### src/rtl/dcache_if.sv
// Core-side and memory-side signal bundle for the write-through data cache.
// The slave modport is the cache's view; master is the core/memory side.
interface dcache_if #(
    parameter int ADDR_W = 30
);
    logic              proc_read;
    logic              proc_write;
    logic [ADDR_W-1:0] proc_addr;
    logic [31:0]       proc_wdata;
    logic [31:0]       proc_rdata;
    logic              proc_stall;
    logic              mem_read;
    logic              mem_write;
    logic [ADDR_W-1:0] mem_addr;
    logic [31:0]       mem_wdata;
    logic [127:0]      mem_rdata;
    logic              mem_ready;

    modport slave (
        input  proc_read,
        input  proc_write,
        input  proc_addr,
        input  proc_wdata,
        output proc_rdata,
        output proc_stall,
        output mem_read,
        output mem_write,
        output mem_addr,
        output mem_wdata,
        input  mem_rdata,
        input  mem_ready
    );

    modport master (
        output proc_read,
        output proc_write,
        output proc_addr,
        output proc_wdata,
        input  proc_rdata,
        input  proc_stall,
        input  mem_read,
        input  mem_write,
        input  mem_addr,
        input  mem_wdata,
        output mem_rdata,
        output mem_ready
    );
endinterface

### src/rtl/dcache_direct_wt.sv
// Direct-mapped, write-through, no-write-allocate data cache.
// Hits complete in the request cycle; misses fill a 4-word line.
module dcache_direct_wt #(
    parameter int ADDR_W = 30,
    parameter int LINES  = 8
) (
    input  logic      clk,
    input  logic      rst,
    dcache_if.slave   bus
);
    localparam int IDX_W = $clog2(LINES);
    localparam int TAG_W = ADDR_W - IDX_W - 2;

    typedef enum logic [1:0] {
        IDLE  = 2'd0,
        FILL  = 2'd1,
        WRITE = 2'd2
    } state_t;

    state_t            state_q;
    state_t            state_d;
    logic [ADDR_W-1:0] addr_q;
    logic [LINES-1:0]  valid_q;
    logic [TAG_W-1:0]  tag_q  [LINES];
    logic [127:0]      data_q [LINES];

    logic [IDX_W-1:0]  p_idx;
    logic [TAG_W-1:0]  p_tag;
    logic [1:0]        p_off;
    logic [IDX_W-1:0]  r_idx;
    logic [TAG_W-1:0]  r_tag;
    logic [1:0]        r_off;
    logic              p_hit;
    logic              r_hit;
    logic              fill_done;
    logic              wr_done;
    logic              start_req;
    logic [31:0]       hit_word;

    assign p_off = bus.proc_addr[1:0];
    assign p_idx = bus.proc_addr[IDX_W+1:2];
    assign p_tag = bus.proc_addr[ADDR_W-1:IDX_W+2];
    assign r_off = addr_q[1:0];
    assign r_idx = addr_q[IDX_W+1:2];
    assign r_tag = addr_q[ADDR_W-1:IDX_W+2];

    assign p_hit = valid_q[p_idx] && (tag_q[p_idx] == p_tag);
    assign r_hit = valid_q[r_idx] && (tag_q[r_idx] == r_tag);

    assign hit_word  = data_q[p_idx][{p_off, 5'b0} +: 32];
    assign fill_done = (state_q == FILL) && bus.mem_ready;
    assign wr_done   = (state_q == WRITE) && bus.mem_ready;
    assign start_req = (state_q == IDLE) &&
                       (bus.proc_write || (bus.proc_read && !p_hit));

    always_ff @(posedge clk or posedge rst) begin
        if (rst) begin
            state_q <= IDLE;
        end else begin
            state_q <= state_d;
        end
    end

    // The request address is captured so memory-side outputs stay stable.
    always_ff @(posedge clk or posedge rst) begin
        if (rst) begin
            addr_q  <= '0;
            valid_q <= '0;
        end else begin
            if (start_req) begin
                addr_q <= bus.proc_addr;
            end
            if (fill_done) begin
                valid_q[r_idx] <= 1'b1;
            end
        end
    end

    always_ff @(posedge clk) begin
        if (fill_done) begin
            tag_q[r_idx]  <= r_tag;
            data_q[r_idx] <= bus.mem_rdata;
        end else if (wr_done && r_hit) begin
            data_q[r_idx][{r_off, 5'b0} +: 32] <= bus.proc_wdata;
        end
    end

    always_comb begin
        state_d = state_q;
        unique case (state_q)
            IDLE: begin
                if (bus.proc_write) begin
                    state_d = WRITE;
                end else if (bus.proc_read && !p_hit) begin
                    state_d = FILL;
                end
            end
            FILL: begin
                if (bus.mem_ready) begin
                    state_d = IDLE;
                end
            end
            WRITE: begin
                if (bus.mem_ready) begin
                    state_d = IDLE;
                end
            end
            default: state_d = IDLE;
        endcase
    end

    assign bus.mem_wdata = bus.proc_wdata;

    // Reset forces every request/stall output low immediately.
    always_comb begin
        bus.proc_stall = 1'b0;
        bus.proc_rdata = '0;
        bus.mem_read   = 1'b0;
        bus.mem_write  = 1'b0;
        bus.mem_addr   = '0;
        if (!rst) begin
            unique case (state_q)
                IDLE: begin
                    bus.proc_stall = bus.proc_write ||
                                     (bus.proc_read && !p_hit);
                    if (bus.proc_read && !bus.proc_write && p_hit) begin
                        bus.proc_rdata = hit_word;
                    end
                end
                FILL: begin
                    bus.mem_read   = 1'b1;
                    bus.proc_stall = 1'b1;
                    bus.mem_addr   = {addr_q[ADDR_W-1:2], 2'b00};
                end
                WRITE: begin
                    bus.mem_write  = 1'b1;
                    bus.proc_stall = !bus.mem_ready;
                    bus.mem_addr   = addr_q;
                end
                default: begin
                    bus.proc_stall = 1'b0;
                end
            endcase
        end
    end
endmodule

### src/flat_wrapper.sv
// flat-port wrapper written by rule: the top's interface ports become plain ports
module dcache_direct_wt_flat 
#(
    parameter int ADDR_W = 30,
    parameter int LINES  = 8
)
  (clk, rst, bus_proc_read, bus_proc_write, bus_proc_addr, bus_proc_wdata, bus_proc_rdata, bus_proc_stall, bus_mem_read, bus_mem_write, bus_mem_addr, bus_mem_wdata, bus_mem_rdata, bus_mem_ready);
  dcache_if #(.ADDR_W(ADDR_W)) bus_i ();
  input  logic clk;
  input  logic rst;
  input wire logic [$bits(bus_i.proc_read)-1:0] bus_proc_read;
  input wire logic [$bits(bus_i.proc_write)-1:0] bus_proc_write;
  input wire logic [$bits(bus_i.proc_addr)-1:0] bus_proc_addr;
  input wire logic [$bits(bus_i.proc_wdata)-1:0] bus_proc_wdata;
  output wire logic [$bits(bus_i.proc_rdata)-1:0] bus_proc_rdata;
  output wire logic [$bits(bus_i.proc_stall)-1:0] bus_proc_stall;
  output wire logic [$bits(bus_i.mem_read)-1:0] bus_mem_read;
  output wire logic [$bits(bus_i.mem_write)-1:0] bus_mem_write;
  output wire logic [$bits(bus_i.mem_addr)-1:0] bus_mem_addr;
  output wire logic [$bits(bus_i.mem_wdata)-1:0] bus_mem_wdata;
  input wire logic [$bits(bus_i.mem_rdata)-1:0] bus_mem_rdata;
  input wire logic [$bits(bus_i.mem_ready)-1:0] bus_mem_ready;
  assign bus_i.proc_read = bus_proc_read;
  assign bus_i.proc_write = bus_proc_write;
  assign bus_i.proc_addr = bus_proc_addr;
  assign bus_i.proc_wdata = bus_proc_wdata;
  assign bus_proc_rdata = bus_i.proc_rdata;
  assign bus_proc_stall = bus_i.proc_stall;
  assign bus_mem_read = bus_i.mem_read;
  assign bus_mem_write = bus_i.mem_write;
  assign bus_mem_addr = bus_i.mem_addr;
  assign bus_mem_wdata = bus_i.mem_wdata;
  assign bus_i.mem_rdata = bus_mem_rdata;
  assign bus_i.mem_ready = bus_mem_ready;
  dcache_direct_wt #(.ADDR_W(ADDR_W), .LINES(LINES)) u_core (.clk(clk), .rst(rst), .bus(bus_i));
endmodule
### config.mk
export PLATFORM = sky130hd
export DESIGN_NAME = dcache_direct_wt_flat
export DESIGN_NICKNAME = d
export VERILOG_FILES = /design/src/rtl/dcache_if.sv /design/src/rtl/dcache_direct_wt.sv /design/src/flat_wrapper.sv
export SDC_FILE = /design/constraint.sdc
export NUM_CORES = 1
export LEC_CHECK = 0
export BUFFER_PORTS_ARGS = -buffer_cell sky130_fd_sc_hd__buf_2
export CAP_MARGIN = 20
export CORE_MARGIN = 2
export CORE_UTILIZATION = 55
export CTS_CLUSTER_DIAMETER = 40
export DETAILED_ROUTE_END_ITERATION = 12
export HOLD_SLACK_MARGIN = 0.15
export PLACE_DENSITY = 0.76
export SYNTH_ARGS = -nofsm -noshare
export SYNTH_HDL_FRONTEND = slang
export SYNTH_SLANG_ARGS = --single-unit
### constraint.sdc
create_clock -name clk -period 5.1 [get_ports clk]
set_input_delay 0.255 -clock clk [delete_from_list [all_inputs] [get_ports clk]]
set_output_delay 0.255 -clock clk [all_outputs]
set_load 0.05 [all_outputs]
==> metrics.md, run 1 <==
| Metric | Value |
|---|---|
| Crit share post-route | `0.951` |
| Minimum clock period | `4850 ps` |
| Longest Clk Path Bufs | `3` |
| Top FF cell, synth | `edfxtp_1` |
| Fill count | `5999` |
| Post-synth EDFFs | `1224` |
| Layout area overhead | `19.3%` |
| # setup viols final | `0` |
| Gpl congestion | `0.896` |
| Crit path kind | `flip-flop to flip-flop` |
| Sequential element share of the synthesized area | `0.706` |
| R2R depth | `11` |
| Initial core utilization | `0.554` |
| Worst Setup End Kind | `flip-flop` |
| Area of the multi-input gates | `14600 sq um` |
| Fraction of registers with async set/reset | `0.0316` |
| Die Y | `316 microns` |
| Largest net degree at the start of global routing | `110` |
| Rel. slew slack | `0.240` |
| Maximum VDD drop | `0.000406 V` |
| Io pins | `292` |
| Row count | `114` |
| CP Data Required Time | `5720 ps` |
| FMAX | `206 MHz` |
| Mapped Nets | `2961` |
| Reg2reg start | `u_core.addr_q[4]` |
| Max-cap violation count | `0` |
| CP Capture Point | `u_core.data_q[4][21]` |
| Drt pass-1 iters | `5` |
| Synthesized instance count | `2757` |
| Die Area | `99700 sq um` |
| Skew final | `33.9 ps` |
| Dpl hpwl | `91.2 mm` |
| Total power | `28.2 mW` |
| Synth cell types | `52` |
| Storage element area | `37800 sq um` |
| Chip width | `316 microns` |
| Arrival time of the worst setup path | `5470 ps` |
| Worst-margin pin slew | `1140 ps` |
| TritonCTS Buffers | `147` |
| Nets | `3482` |
| CTS H-tree depth | `4` |
| Pleak | `22.7 nW` |
| Vias | `30200` |
| Placed Instances | `4243` |
| Wire per inst | `31.9 microns` |
| Initial antenna violation count | `8` |
| First-pass GRT wire length | `214 mm` |
| Vias in the first global route | `30800` |
| Crit path from | `u_core.addr_q[4]` |
| Core area | `96600 sq um` |
| Most common cell after layout, fill and taps aside | `edfxtp_1` |
| Worst Hold Class | `primary input to flip-flop` |
| Post-Syn Area | `53500 sq um` |
| CP Max Fanout | `25` |
| Fin. max-slew vios | `0` |
| DR vias/cell | `6.48` |
| GRT overflow | `0` |
| Non-filler cells, final | `4668` |
| Worst flop-to-flop path endpoint | `u_core.data_q[4][21]` |
| Layout cells sized above 1 | `0.327` |
| Clock transition at path regs | `60 ps` |
| Residual DRC count | `0` |
| Routed Antenna Nets | `0` |
| Most frequent cells in the layout | `edfxtp_1 (1224), mux4_2 (365), buf_2 (287)` |
| PwrDens | `441 nW/um^2` |
| Total wire length after detailed routing | `149 mm` |
| Slowest-stage cell, CP | `or4_4` |
| TritonCTS clock tree | `done` |
| Antenna cells | `0` |
| Critical Path Start Type | `flip-flop` |
| Clk root buf | `clkbuf_16` |
| Slowest stage delay, CP | `780 ps` |
| Synth warn | `0` |
| Run status | `complete, no violations` |
| Worst path cell trace | `buf_4 -> mux2_2 -> a221o_1 -> a32oi_1 -> xnor2_1 -> nor4_1 -> nand3_1 -> or4_4 -> buf_4 -> mux2i_1 -> dlygate4sd3_1` |
| Port bufs | `291` |
| Clock latency on the worst-skew pair | `750 ps` |
| Final Hold Vio Count | `0` |
| Synthesis-stage register bit count | `1264` |
| Total track usage | `0.303` |
| Most frequent CP cell | `buf_4` |
| Starting DRT DRC Count | `4193` |
| Mean Syn Cell Area | `19.4 sq um` |
| R2R Setup Slk | `250 ps` |
| Clock sink total | `1264` |
## where the power goes
group	total, mW	internal [mW]	switching [mW]	leakage, nW
clock network	10.6	6.30	4.26	2.39
registers	12.8	12.2	0.591	11.5
logic	4.78	1.83	2.95	8.79
total	28.2	20.4	7.80	22.7
## cell families after synthesis
logic type / synth area share
AOI/OAI and AO/OA: 0.0189
xor gates and xnor gates: 0.00704
adders and majority gates: 0.00211
buffers and inverters: 0.0294
DFF: 0.706
muxes: 0.210
and+or+nand+nor: 0.0260
## sequential cells by signal, summed over array words and instances (netlist names)
signal and count:
u_core.tag_q 200, u_core.addr_q 30, u_core.state_q 2, u_core.data_q 1024, u_core.valid_q 8
## metrics by stage
step / utilization / setup slack [ps] / instance area (sq um) / hold slack [ps] / TNS (ps)
after floorplan: - / 330 / 53500 / 406 / 0
after global placement: 0.593 / 457 / 57300 / 471 / 0
after detailed placement: 0.593 / 331 / 57300 / 479 / 0
after CTS: 0.661 / 123 / 63800 / 152 / 0
after global routing: 0.661 / -8.17 / 63800 / 184 / -8.17
final: 0.661 / 251 / 63800 / 186 / 0
## per-layer routing
layer  global-route usage  vias to the layer above  share of wire
met5                    0                        -        0.00062
met4                0.150                       14          0.055
met3               0.0781                      373           0.11
met2                0.490                     2065           0.49
met1                0.385                    15600           0.35
li1                     -                    12100              -
## what timing repair did
action                                  CTS  global route
endpoints found under the setup margin    0            24
resized for setup                         0             0
endpoints found under the hold margin   980             0
setup buffers                             0             1
hold buffers                            161             0
## critical path: cells and delay by family, from the launching register on
family          cells  cell delay (ps)
xor+xnor            1              100
compound gates      2              490
mux                 2              810
simple gates        3             1310
buf+inv             3             1280
flops               1              700
## how the worst min path moves through the flow
stage	startpoint	end	slack, ps	cells after the start
2_1_floorplan	bus_proc_addr[28]	u_core.addr_q[28]	410	1
3_3_place_gp	u_core.valid_q[5]	u_core.valid_q[5]	470	1
3_5_place_dp	u_core.valid_q[5]	u_core.valid_q[5]	480	1
4_1_cts	bus_proc_wdata[26]	u_core.data_q[5][90]	150	3
5_1_grt	bus_mem_rdata[94]	u_core.data_q[6][94]	180	3
6_report	bus_mem_rdata[19]	u_core.data_q[4][19]	190	3
## area by class of cell
| cell class | instances | area share |
|---|---|---|
| Tap cell | 1276 | 0.0250 |
| Multi-Input combinational cell | 1160 | 0.228 |
| Timing Repair Buffer | 565 | 0.0695 |
| Clock buffer | 171 | 0.0604 |
| Sequential cell | 1264 | 0.592 |
| Clock inverter | 92 | 0.0167 |
| Inverter | 140 | 0.00824 |
## synthesized netlist by cell type, types with 14 or more instances
library cell / number / area [sq um]
mux2i_1: 243 / 2430
o21ai_0: 14 / 70.1
dfrtp_1: 40 / 1000
a22oi_1: 15 / 113
buf_2: 55 / 275
nor2_1: 48 / 180
a21oi_1: 44 / 220
mux2_2: 52 / 586
buf_4: 34 / 255
and2_1: 33 / 206
buf_6: 17 / 191
mux4_2: 365 / 8220
a221oi_1: 22 / 193
inv_1: 139 / 522
clkbuf_1: 79 / 297
xor2_1: 30 / 263
edfxtp_1: 1224 / 36800
nand2_1: 151 / 567
Note: power is estimated with default switching activity, not from simulation.
==> run 2, diff against run 1 <==
Settings changed: PLACE_DENSITY 0.76 to not set, PLACE_DENSITY_LB_ADDON set to 0.25.
==> metrics.md, run 2 (same netlist as run 1, synthesis figures left out) <==
| Metric | Value |
|---|---|
| Slowest stage delay, CP | `940 ps` |
| Crit share post-route | `0.942` |
| Routed Antenna Nets | `0` |
| Initial antenna violation count | `4` |
| PwrDens | `446 nW/um^2` |
| Total track usage | `0.298` |
| Non-filler cells, final | `4678` |
| Total wire length after detailed routing | `146 mm` |
| Slowest-stage cell, CP | `or4_4` |
| Maximum VDD drop | `0.000349 V` |
| Vias | `29800` |
| Largest net degree at the start of global routing | `99` |
| Wire length on met2 | `73.4 mm` |
| Worst Setup End Kind | `flip-flop` |
| Dpl hpwl | `92.5 mm` |
| Pleak | `22.7 nW` |
| Worst path cell trace | `buf_4 -> mux2_2 -> o22ai_1 -> a221oi_1 -> xor2_1 -> nor4_2 -> buf_4 -> nand4_1 -> or4_4 -> buf_12 -> mux2i_1` |
| DR vias/cell | `6.37` |
| Core area | `96600 sq um` |
| Worst-margin pin slew | `975 ps` |
| Io pins | `292` |
| NetSw | `7.83 mW` |
| Die Y | `316 microns` |
| Met1 WL | `52.0 mm` |
| Max FFs per register | `1024` |
| Most common cell after layout, fill and taps aside | `edfxtp_1` |
| Highest routed layer | `met5` |
| Minimum clock period | `4800 ps` |
| Layout cells sized above 1 | `0.331` |
| Clk root buf | `clkbuf_16` |
| Arrival time of the worst setup path | `5260 ps` |
| Max-cap violation count | `0` |
| Combinational share of power | `0.168` |
| Clock sink total | `1264` |
| R2R depth | `11` |
| Clock transition at path regs | `60 ps` |
| Fin. max-slew vios | `0` |
| Wire per inst | `31.3 microns` |
| Port bufs | `291` |
| Skew final | `27.3 ps` |
| TritonCTS Buffers | `147` |
| Run status | `complete, no violations` |
| Layout area overhead | `19.3%` |
| Starting DRT DRC Count | `3732` |
| Clock Power Share | `0.381` |
| Hold Crit Depth | `3` |
| Post-CTS setup buffer count | `0` |
| Antenna cells | `0` |
| Worst Hold Class | `primary input to flip-flop` |
| Row count | `114` |
| Drt pass-1 iters | `6` |
| CP Data Required Time | `5560 ps` |
| CTS H-tree depth | `4` |
| Crit path kind | `flip-flop to flip-flop` |
| Chip width | `316 microns` |
| Residual DRC count | `0` |
| Largest Register | `u_core.data_q` |
| Gpl congestion | `0.920` |
| Final Hold Vio Count | `0` |
| # setup viols final | `0` |
| Met3 Wirelength | `14.7 mm` |
| Top Registers | `u_core.data_q: 1024 flops, u_core.tag_q: 200 flops, u_core.addr_q: 30 flops` |
| Critical Path Start Type | `flip-flop` |
| RSZ-0062 raised after global routing | `no` |
| Placed Instances | `4252` |
| Nets | `3484` |
| Die Area | `99700 sq um` |
| Vias in the first global route | `30500` |
| CP Max Fanout | `34` |
| Fin Setup TNS | `0 ps` |
| TritonCTS clock tree | `done` |
| Part of the power in registers | `0.451` |
| Rel. slew slack | `0.350` |
| Clock latency on the worst-skew pair | `750 ps` |
| Pint | `20.6 mW` |
| Initial core utilization | `0.554` |
| Most frequent cells in the layout | `edfxtp_1 (1224), mux4_2 (365), buf_2 (287)` |
| First-pass GRT wire length | `210 mm` |
| Net Sw Frac | `0.275` |
| GRT overflow | `0` |
| FMAX | `208 MHz` |
| Longest Clk Path Bufs | `3` |
| Most frequent CP cell | `buf_4` |
-- run 2: cell type report --
cell class                      instances  area [sq um]
Inverter                              140           526
Multi-Input combinational cell       1160         14600
Fill cell                            6259         32800
Tap cell                             1276          1600
Clock inverter                         99          1240
Sequential cell                      1264         37800
Timing Repair Buffer                  567          4250
Clock buffer                          172          3860
-- run 2: routing by layer --
layer	track usage	up-vias
met1	0.383	15400
met3	0.0659	272
li1	-	12200
met2	0.494	1894
met4	0.127	8
met5	0	-
-- run 2: final timing paths --
path | from | end | slack (ps)
max in group asynchronous | rst | u_core.addr_q[4] | 4280
min | bus_mem_rdata[20] | u_core.data_q[0][20] | 160
max | u_core.addr_q[4] | u_core.data_q[0][4] | 300
min in group asynchronous | rst | u_core.addr_q[25] | 300
max reg2reg | u_core.addr_q[4] | u_core.data_q[0][4] | 300
min reg2reg | u_core.valid_q[0] | u_core.valid_q[0] | 500
-- run 2: repair_timing --
item	in CTS	in global routing
gates resized for setup	0	1
endpoints found under the hold margin	979	0
endpoints found under the setup margin	0	464
hold buffers	155	0
-- run 2: stage by stage --
step | area, sq um | setup WS [ps] | hold slack, ps | util | power [mW]
2_1_floorplan | 53500 | 330 | 406 | - | 15.7
6_report | 63800 | 296 | 156 | 0.661 | 28.5
3_5_place_dp | 57200 | 171 | 487 | 0.592 | 17.6
3_3_place_gp | 57200 | 351 | 480 | 0.592 | 17.5
5_1_grt | 63800 | 71.6 | 168 | 0.661 | 29.3
4_1_cts | 63800 | 160 | 151 | 0.661 | 28.5
-- run 2: power by group through the flow --
| stage | sequential (mW) | combinational (mW) | clock [mW] |
|---|---|---|---|
| after floorplan | 12.7 | 2.96 | 0 |
| after global routing | 12.9 | 5.00 | 11.4 |
| after CTS | 12.8 | 4.74 | 10.9 |
| after global placement | 13.0 | 4.53 | 0 |
| final | 12.8 | 4.77 | 10.9 |
| after detailed placement | 13.0 | 4.60 | 0 |
-- run 2: worst max-delay path, delay by kind of cell (launching register included) --
family / cells / cell delay, ps
XOR/XNOR: 1 / 210
buffers and inverters: 3 / 770
flip-flops: 1 / 740
multiplexers: 2 / 830
AND/OR/NAND/NOR: 3 / 1730
AO/OA/AOI/OAI: 2 / 210
